--- config.mk ---
export PLATFORM = sky130hd
export DESIGN_NAME = lsu_mem_stage
export DESIGN_NICKNAME = d
export VERILOG_FILES = /design/src/rtl/lsu_pkg.sv /design/src/rtl/lsu_load_fmt.sv /design/src/rtl/lsu_mem_stage.sv
export SDC_FILE = /design/constraint.sdc
export NUM_CORES = 1
export LEC_CHECK = 0
export BUFFER_PORTS_ARGS = -buffer_cell sky130_fd_sc_hd__buf_2
export CAP_MARGIN = 20
export CORE_MARGIN = 2
export CORE_UTILIZATION = 48
export DETAILED_ROUTE_END_ITERATION = 16
export PLACE_DENSITY = 0.87
export SKIP_LAST_GASP = 1
export SYNTH_ARGS = -nofsm -noshare
export SYNTH_HDL_FRONTEND = slang
export SYNTH_SLANG_ARGS = --single-unit
--- constraint.sdc ---
create_clock -name clk -period 3.6 [get_ports clk]
set_input_delay 0.72 -clock clk [delete_from_list [all_inputs] [get_ports clk]]
set_output_delay 0.72 -clock clk [all_outputs]
set_load 0.02 [all_outputs]
--- src/rtl/lsu_pkg.sv ---
// Shared LSU definitions: funct3 encodings, FSM states, byte-lane mask helper.
package lsu_pkg;

    localparam logic [2:0] F3_B  = 3'b000;
    localparam logic [2:0] F3_H  = 3'b001;
    localparam logic [2:0] F3_W  = 3'b010;
    localparam logic [2:0] F3_BU = 3'b100;
    localparam logic [2:0] F3_HU = 3'b101;

    localparam logic [1:0] SZ_B = 2'b00;
    localparam logic [1:0] SZ_H = 2'b01;
    localparam logic [1:0] SZ_W = 2'b10;

    typedef enum logic [1:0] {
        IDLE = 2'd0,
        WAIT = 2'd1,
        HOLD = 2'd2
    } lsu_state_e;

    function automatic logic [3:0] byte_mask(
        input logic [1:0] size,
        input logic [1:0] off
    );
        logic [3:0] m;
        case (size)
            SZ_B:    m = 4'b0001 << off;
            SZ_H:    m = 4'b0011 << {off[1], 1'b0};
            default: m = 4'b1111;
        endcase
        return m;
    endfunction

endpackage

--- src/rtl/lsu_load_fmt.sv ---
// Load data extraction: selects byte/halfword lane and sign- or zero-extends.
module lsu_load_fmt
    import lsu_pkg::*;
(
    input  logic [2:0]  funct3_i,
    input  logic [1:0]  off_i,
    input  logic [31:0] word_i,
    output logic [31:0] data_o
);

    logic [7:0]  byte_sel;
    logic [15:0] half_sel;

    always_comb begin
        byte_sel = word_i[7:0];
        case (off_i)
            2'd0: byte_sel = word_i[7:0];
            2'd1: byte_sel = word_i[15:8];
            2'd2: byte_sel = word_i[23:16];
            2'd3: byte_sel = word_i[31:24];
            default: byte_sel = word_i[7:0];
        endcase
        half_sel = off_i[1] ? word_i[31:16] : word_i[15:0];
    end

    always_comb begin
        data_o = word_i;
        case (funct3_i)
            F3_B:    data_o = {{24{byte_sel[7]}}, byte_sel};
            F3_BU:   data_o = {24'd0, byte_sel};
            F3_H:    data_o = {{16{half_sel[15]}}, half_sel};
            F3_HU:   data_o = {16'd0, half_sel};
            default: data_o = word_i;
        endcase
    end

endmodule

--- src/rtl/lsu_mem_stage.sv ---
// Memory stage: issues loads/stores to a registered data memory, one response per access.
// Define LSU_MISALIGN_TRAP_EN to reject misaligned accesses instead of force-aligning them.
module lsu_mem_stage
    import lsu_pkg::*;
#(
    parameter int WORD_AW = 12
) (
    input  logic        clk,
    input  logic        rst,
    input  logic        req_valid,
    input  logic        req_we,
    input  logic [2:0]  req_funct3,
    input  logic [31:0] req_addr,
    input  logic [31:0] req_wdata,
    output logic        req_ready,
    output logic        resp_valid,
    input  logic        resp_ready,
    output logic [31:0] resp_rdata,
    output logic        resp_err,
    output logic        dmem_en,
    output logic [3:0]  dmem_we,
    output logic [31:0] dmem_addr,
    output logic [31:0] dmem_din,
    input  logic [31:0] dmem_dout
);

    lsu_state_e  state_q;
    logic        valid_q;
    logic [2:0]  f3_q;
    logic [1:0]  off_q;
    logic        we_q;
    logic        err_q;
    logic [31:0] hold_rdata_q;
    logic        hold_err_q;

    logic [1:0]  size;
    logic        illegal;
    logic        misal;
    logic [1:0]  off_al;
    logic        err_c;
    logic        accept;
    logic        issue;
    logic [31:0] fmt_rdata;
    logic [31:0] wait_rdata;
    logic        unused_addr_hi;

    assign size = req_funct3[1:0];

    assign illegal = (size == 2'b11)
                   || (req_we ? req_funct3[2] : (req_funct3 == 3'b110));

    assign misal = ((size == SZ_H) && req_addr[0])
                || ((size == SZ_W) && (req_addr[1:0] != 2'b00));

    always_comb begin
        case (size)
            SZ_B:    off_al = req_addr[1:0];
            SZ_H:    off_al = {req_addr[1], 1'b0};
            default: off_al = 2'b00;
        endcase
    end

`ifdef LSU_MISALIGN_TRAP_EN
    assign err_c = illegal || misal;
`else
    assign err_c = illegal;
    logic unused_misal;
    assign unused_misal = misal;
`endif

    assign req_ready = (state_q == IDLE) || ((state_q == WAIT) && resp_ready);
    assign accept    = req_valid && req_ready;
    // Reset gates the memory port even though req_ready reads high in IDLE.
    assign issue     = accept && !err_c && !rst;

    assign dmem_en   = issue;
    assign dmem_we   = (issue && req_we) ? byte_mask(size, off_al) : 4'b0000;
    assign dmem_addr = 32'(req_addr[WORD_AW+1:2]);

    always_comb begin
        case (size)
            SZ_B:    dmem_din = {4{req_wdata[7:0]}};
            SZ_H:    dmem_din = {2{req_wdata[15:0]}};
            default: dmem_din = req_wdata;
        endcase
    end

    assign unused_addr_hi = ^{req_addr[31:WORD_AW+2]};

    lsu_load_fmt u_fmt (
        .funct3_i (f3_q),
        .off_i    (off_q),
        .word_i   (dmem_dout),
        .data_o   (fmt_rdata)
    );

    assign wait_rdata = (we_q || err_q) ? 32'd0 : fmt_rdata;

    always_ff @(posedge clk or posedge rst) begin
        if (rst) begin
            state_q      <= IDLE;
            valid_q      <= 1'b0;
            f3_q         <= 3'd0;
            off_q        <= 2'd0;
            we_q         <= 1'b0;
            err_q        <= 1'b0;
            hold_rdata_q <= 32'd0;
            hold_err_q   <= 1'b0;
        end else begin
            if (accept) begin
                f3_q  <= req_funct3;
                off_q <= off_al;
                we_q  <= req_we;
                err_q <= err_c;
            end
            unique case (state_q)
                IDLE: begin
                    if (accept) begin
                        state_q <= WAIT;
                        valid_q <= 1'b1;
                    end
                end
                WAIT: begin
                    if (resp_ready) begin
                        state_q <= accept ? WAIT : IDLE;
                        valid_q <= accept;
                    end else begin
                        // Memory read data is only valid this cycle; keep a copy.
                        state_q      <= HOLD;
                        hold_rdata_q <= wait_rdata;
                        hold_err_q   <= err_q;
                    end
                end
                HOLD: begin
                    if (resp_ready) begin
                        state_q <= IDLE;
                        valid_q <= 1'b0;
                    end
                end
                default: begin
                    state_q <= IDLE;
                    valid_q <= 1'b0;
                end
            endcase
        end
    end

    assign resp_valid = valid_q;

    always_comb begin
        resp_rdata = 32'd0;
        resp_err   = 1'b0;
        if (state_q == WAIT) begin
            resp_rdata = wait_rdata;
            resp_err   = err_q;
        end else if (state_q == HOLD) begin
            resp_rdata = hold_rdata_q;
            resp_err   = hold_err_q;
        end
    end

endmodule

==> run summary <==
The global-route congestion overflow total is 0. The flip-flop and latch count after synthesis is 43. The die is 89.1 um tall.

Summed over all layers, the routed wires come to between 9000 and 10,000 um. The number of design rule violations left after detail routing is 0. The multi-input gate area in the final layout is 1990 um2.

The signal on the critical path passes through nand2b_1 -> a21oi_2 -> o221ai_1 -> o21ai_0 -> buf_2. The total number of placement rows came out at 31. The share of total power in the clock network came out at 0.218. The logic gate share of total power is 0.392. The relative max-transition margin came out at 0.442. The worst ir drop on vdd is 0.188 mV.

The power per cell area is 423 nW/um2. The most used flip-flop cell after synthesis is sky130_fd_sc_hd__dfrtp_1. The max-slew violation total from the final report was 0. The slew of the pin with the lowest slew margin is 0.836 ns. The worst endpoint data arrival time is 2.49 ns. For this configuration, the core starts out at a cell density of 0.487. The count of buffers added by post-CTS timing repair for setup is 0.

In this run, post-CTS repair resized a total of 0 instances. The sequential fraction of the synthesis area came out at 0.310. The cell area that synthesis handed to floorplanning was 3470 um2. The number of inserted filler cells in the final layout is 653. The overall die area is 7930 um2. After synthesis, the most frequently instantiated cells are sky130_fd_sc_hd__nand2_1 (53), sky130_fd_sc_hd__dfrtp_1 (43), sky130_fd_sc_hd__buf_4 (41), sky130_fd_sc_hd__a22o_1 (33), sky130_fd_sc_hd__o21ai_0 (29). No sink is reached through more buffers than the 2 on the longest clock path. The via count is 3,415.

The number of flops mapped to enable cells by yosys came out at 0. The clock sink count came out at 43. The H-tree depth reported by CTS came out at 2. The latest clock arrival within the worst-skew pair is 0.29 ns. After the first detailed-routing iteration, the DRC count stood at 290. The critical path buffer and inverter count came out at 1. The internal power is 1.09 mW. The gate count after technology mapping is 398. The setup TNS after final layout is 0 ns. The shortest clock period the worst path allows after layout came out at ~3.2 ns. The first global-routing pass estimated roughly 15,000 um of wire. In this run the count of I/O pins placed on the die edge is 208. STA classifies the critical path endpoint as an output pin. The part of the total power dissipated in sequential elements came out at 0.390. The slowest stage of the critical path is the sky130_fd_sc_hd__dfrtp_1 cell. The post-placement setup slack is 0.626 ns. Entering global routing, the biggest net connects 30 pins.

Setup repair after global routing left no endpoint under its margin. The highest achievable clock rate came out at 312 MHz. After detailed routing, the number of vias per cell comes to roughly 5.6.

The number of max-capacitance violations reported is 0. The estimated wirelength of the detail-placed design came out at 7890 um. Of the cells placed in the final design, the portion with a size suffix greater than 1 is 0.392.

The number of distinct standard cells referenced by the synthesized netlist is 53. The first detailed-routing pass ran for 6 iterations. The number of buffers inserted by hold repair at cts came out at 0. The net switching component of the power came out at 0.657 mW. The overall global routing resource usage is 0.248. The leakage power is 2.08 nW. The initial antenna violation count came out at 1.

The placeable core region came out at 7140 um2. The worst min-delay path category is flip-flop to flip-flop. sky130_fd_sc_hd__dfrtp_1 takes more of the synthesized area than any other cell. At the end of routability-driven placement, the weighted congestion stood at between 0.8 and 0.9.

The number of setup violations in the final report came out at 0. Across all setup checks in the final design, the least slack found is 0.394 ns. The number of failing hold endpoints at the final stage came out at 0. Of all flip-flops after synthesis, the portion carrying an async set or reset was 1.00. The clock edge transition at the registers on the reported setup and hold paths is ~0.080 ns. The data required time of the worst path is 2.88 ns. The net total in the final layout is 611.

Summing all placed instances gives a cell area of 4010 um2. The kind of start point of the critical path is a flip-flop. The die is 89.1 um wide. Of all nets on the critical path, the largest fanout is 19. The summed area of non-filler cells in the final layout is 4130 um2. The fraction of the core area covered by cells at the end of the flow came out at 0.578. The layout overhead on the synthesized area is 18.8%.

The per-cell routed wire length is ~16 um. The switching part of the total is 0.377. Among all cell types in the netlist, the one instantiated most often is sky130_fd_sc_hd__nand2_1.

The TritonCTS buffer count came out at 5. Clock skew on the completed layout was measured at 0.00745 ns. Buffers placed on the I/O ports in this run total 145. The final clock period utilization by the worst path is 0.890. The run finished with clean final reports. The count of nets left with antenna violations once routing finished came out at 0. The cell sitting at the root of the clock tree is a sky130_fd_sc_hd__clkbuf_8. The critical path's top delay family is compound AO/OA/AOI/OAI gates. Yosys attributes the largest share of cell area to sky130_fd_sc_hd__dfrtp_1 (31%), sky130_fd_sc_hd__buf_4 (8.9%), sky130_fd_sc_hd__a22o_1 (8.3%). The via count of the first global-routing pass is about 3,200. The critical path is of the flip-flop to output pin type. Yosys printed 0 warnings. The sequential standard cell area is 1080 um2. The share of synthesized area in the top cell type comes to 0.310. The delay of the slowest cell on the worst path came out at 0.62 ns. The clock tree from TritonCTS is built. The mean instance size in the synthesized netlist came out at a little under 9 um2.
## layout by cell type, fill, tap and decap left out, types with 3 or more instances in the layout
cell type                  Yosys  layout
sky130_fd_sc_hd__a21o_1        3       3
sky130_fd_sc_hd__mux2i_1      12      12
sky130_fd_sc_hd__mux2_2       21      21
sky130_fd_sc_hd__o21ai_0      29      29
sky130_fd_sc_hd__a21oi_1      11      11
sky130_fd_sc_hd__nand4_1       3       3
sky130_fd_sc_hd__nor2_1       15      15
sky130_fd_sc_hd__dfrtp_1      43      43
sky130_fd_sc_hd__clkbuf_8      0       6
sky130_fd_sc_hd__a211o_1       4       4
sky130_fd_sc_hd__nor2b_1       7       6
sky130_fd_sc_hd__nand2_1      53      53
sky130_fd_sc_hd__a22o_1       33      33
sky130_fd_sc_hd__o311ai_0      3       3
sky130_fd_sc_hd__o21ai_1       3       3
sky130_fd_sc_hd__a32o_1        6       6
sky130_fd_sc_hd__conb_1        1      20
sky130_fd_sc_hd__buf_2         7     145
sky130_fd_sc_hd__a32oi_1       4       4
sky130_fd_sc_hd__or2_2         4       4
sky130_fd_sc_hd__o211ai_1      4       4
sky130_fd_sc_hd__o31ai_1       5       5
sky130_fd_sc_hd__nand2b_1     22      22
sky130_fd_sc_hd__o221ai_1      3       3
sky130_fd_sc_hd__buf_4        41       8
sky130_fd_sc_hd__inv_1         9       9
## worst register-to-register path, delay by kind of cell (launching register included)
kind,cells,cell delay [ns]
flip-flops,1,0.46
AND/OR/NAND/NOR,1,0.73
AO/OA/AOI/OAI,2,0.97
## layer usage
layer,part of all wire,vias up,global-route usage
met5,0,-,0
met4,0.027,0,0.0801
met3,0.081,29,0.0369
met2,0.52,206,0.457
met1,0.37,1586,0.294
li1,-,1594,-
## area by class of cell
cell class / count / share of cell area
multi-input combinational: 295 / 0.482
sequential: 43 / 0.261
timing repair buffer: 153 / 0.190
tap: 99 / 0.0300
clock buffer: 6 / 0.0200
clock inverter: 2 / 0.00849
inverter: 9 / 0.00818
antenna: 1 / 0.000606
## worst paths after layout
kind,end,slack (ns),cells past startpoint,from
worst max-delay path,resp_rdata[0],0.39,5,f3_q[0]
worst min-delay path,hold_rdata_q[10],0.48,2,hold_rdata_q[10]
worst max register to register,hold_rdata_q[29],1.38,3,state_q[1]
worst min register to register,hold_rdata_q[10],0.48,2,hold_rdata_q[10]
max in group asynchronous,hold_rdata_q[7],2.20,3,rst
min in group asynchronous,f3_q[0],0.61,2,rst
## flip-flops by register name (all words and copies together) (netlist names)
signal / flops
off_q: 2
err_q: 1
resp_valid: 1
f3_q: 3
hold_rdata_q: 32
hold_err_q: 1
we_q: 1
state_q: 2
## cells by family (layout without fill, tap and decap cells)
group	after synthesis	after routing	share of synthesized area
other cells	1	21	0.00108
mux	35	35	0.113
buf+inv	79	170	0.139
simple gates	119	119	0.172
flops	43	43	0.310
compound gates	121	121	0.264
## power groups by stage
| stage | Sequential (mW) | Combinational [mW] | Clock (mW) |
|---|---|---|---|
| global placement | 0.676 | 0.659 | 0 |
| finish | 0.680 | 0.684 | 0.380 |
| global route | 0.693 | 0.748 | 0.408 |
| CTS | 0.677 | 0.682 | 0.389 |
| floorplan | 0.650 | 0.549 | 0 |
| detailed placement | 0.688 | 0.678 | 0 |
## through the flow
step	instances	hold slack [ns]	total power, mW
5_1_grt	608	0.508	1.85
3_5_place_dp	599	0.467	1.37
3_3_place_gp	599	0.459	1.34
2_1_floorplan	417	0.448	1.20
4_1_cts	607	0.484	1.75
6_report	608	0.480	1.74
No activity file was read; power rests on OpenSTA's default activity.
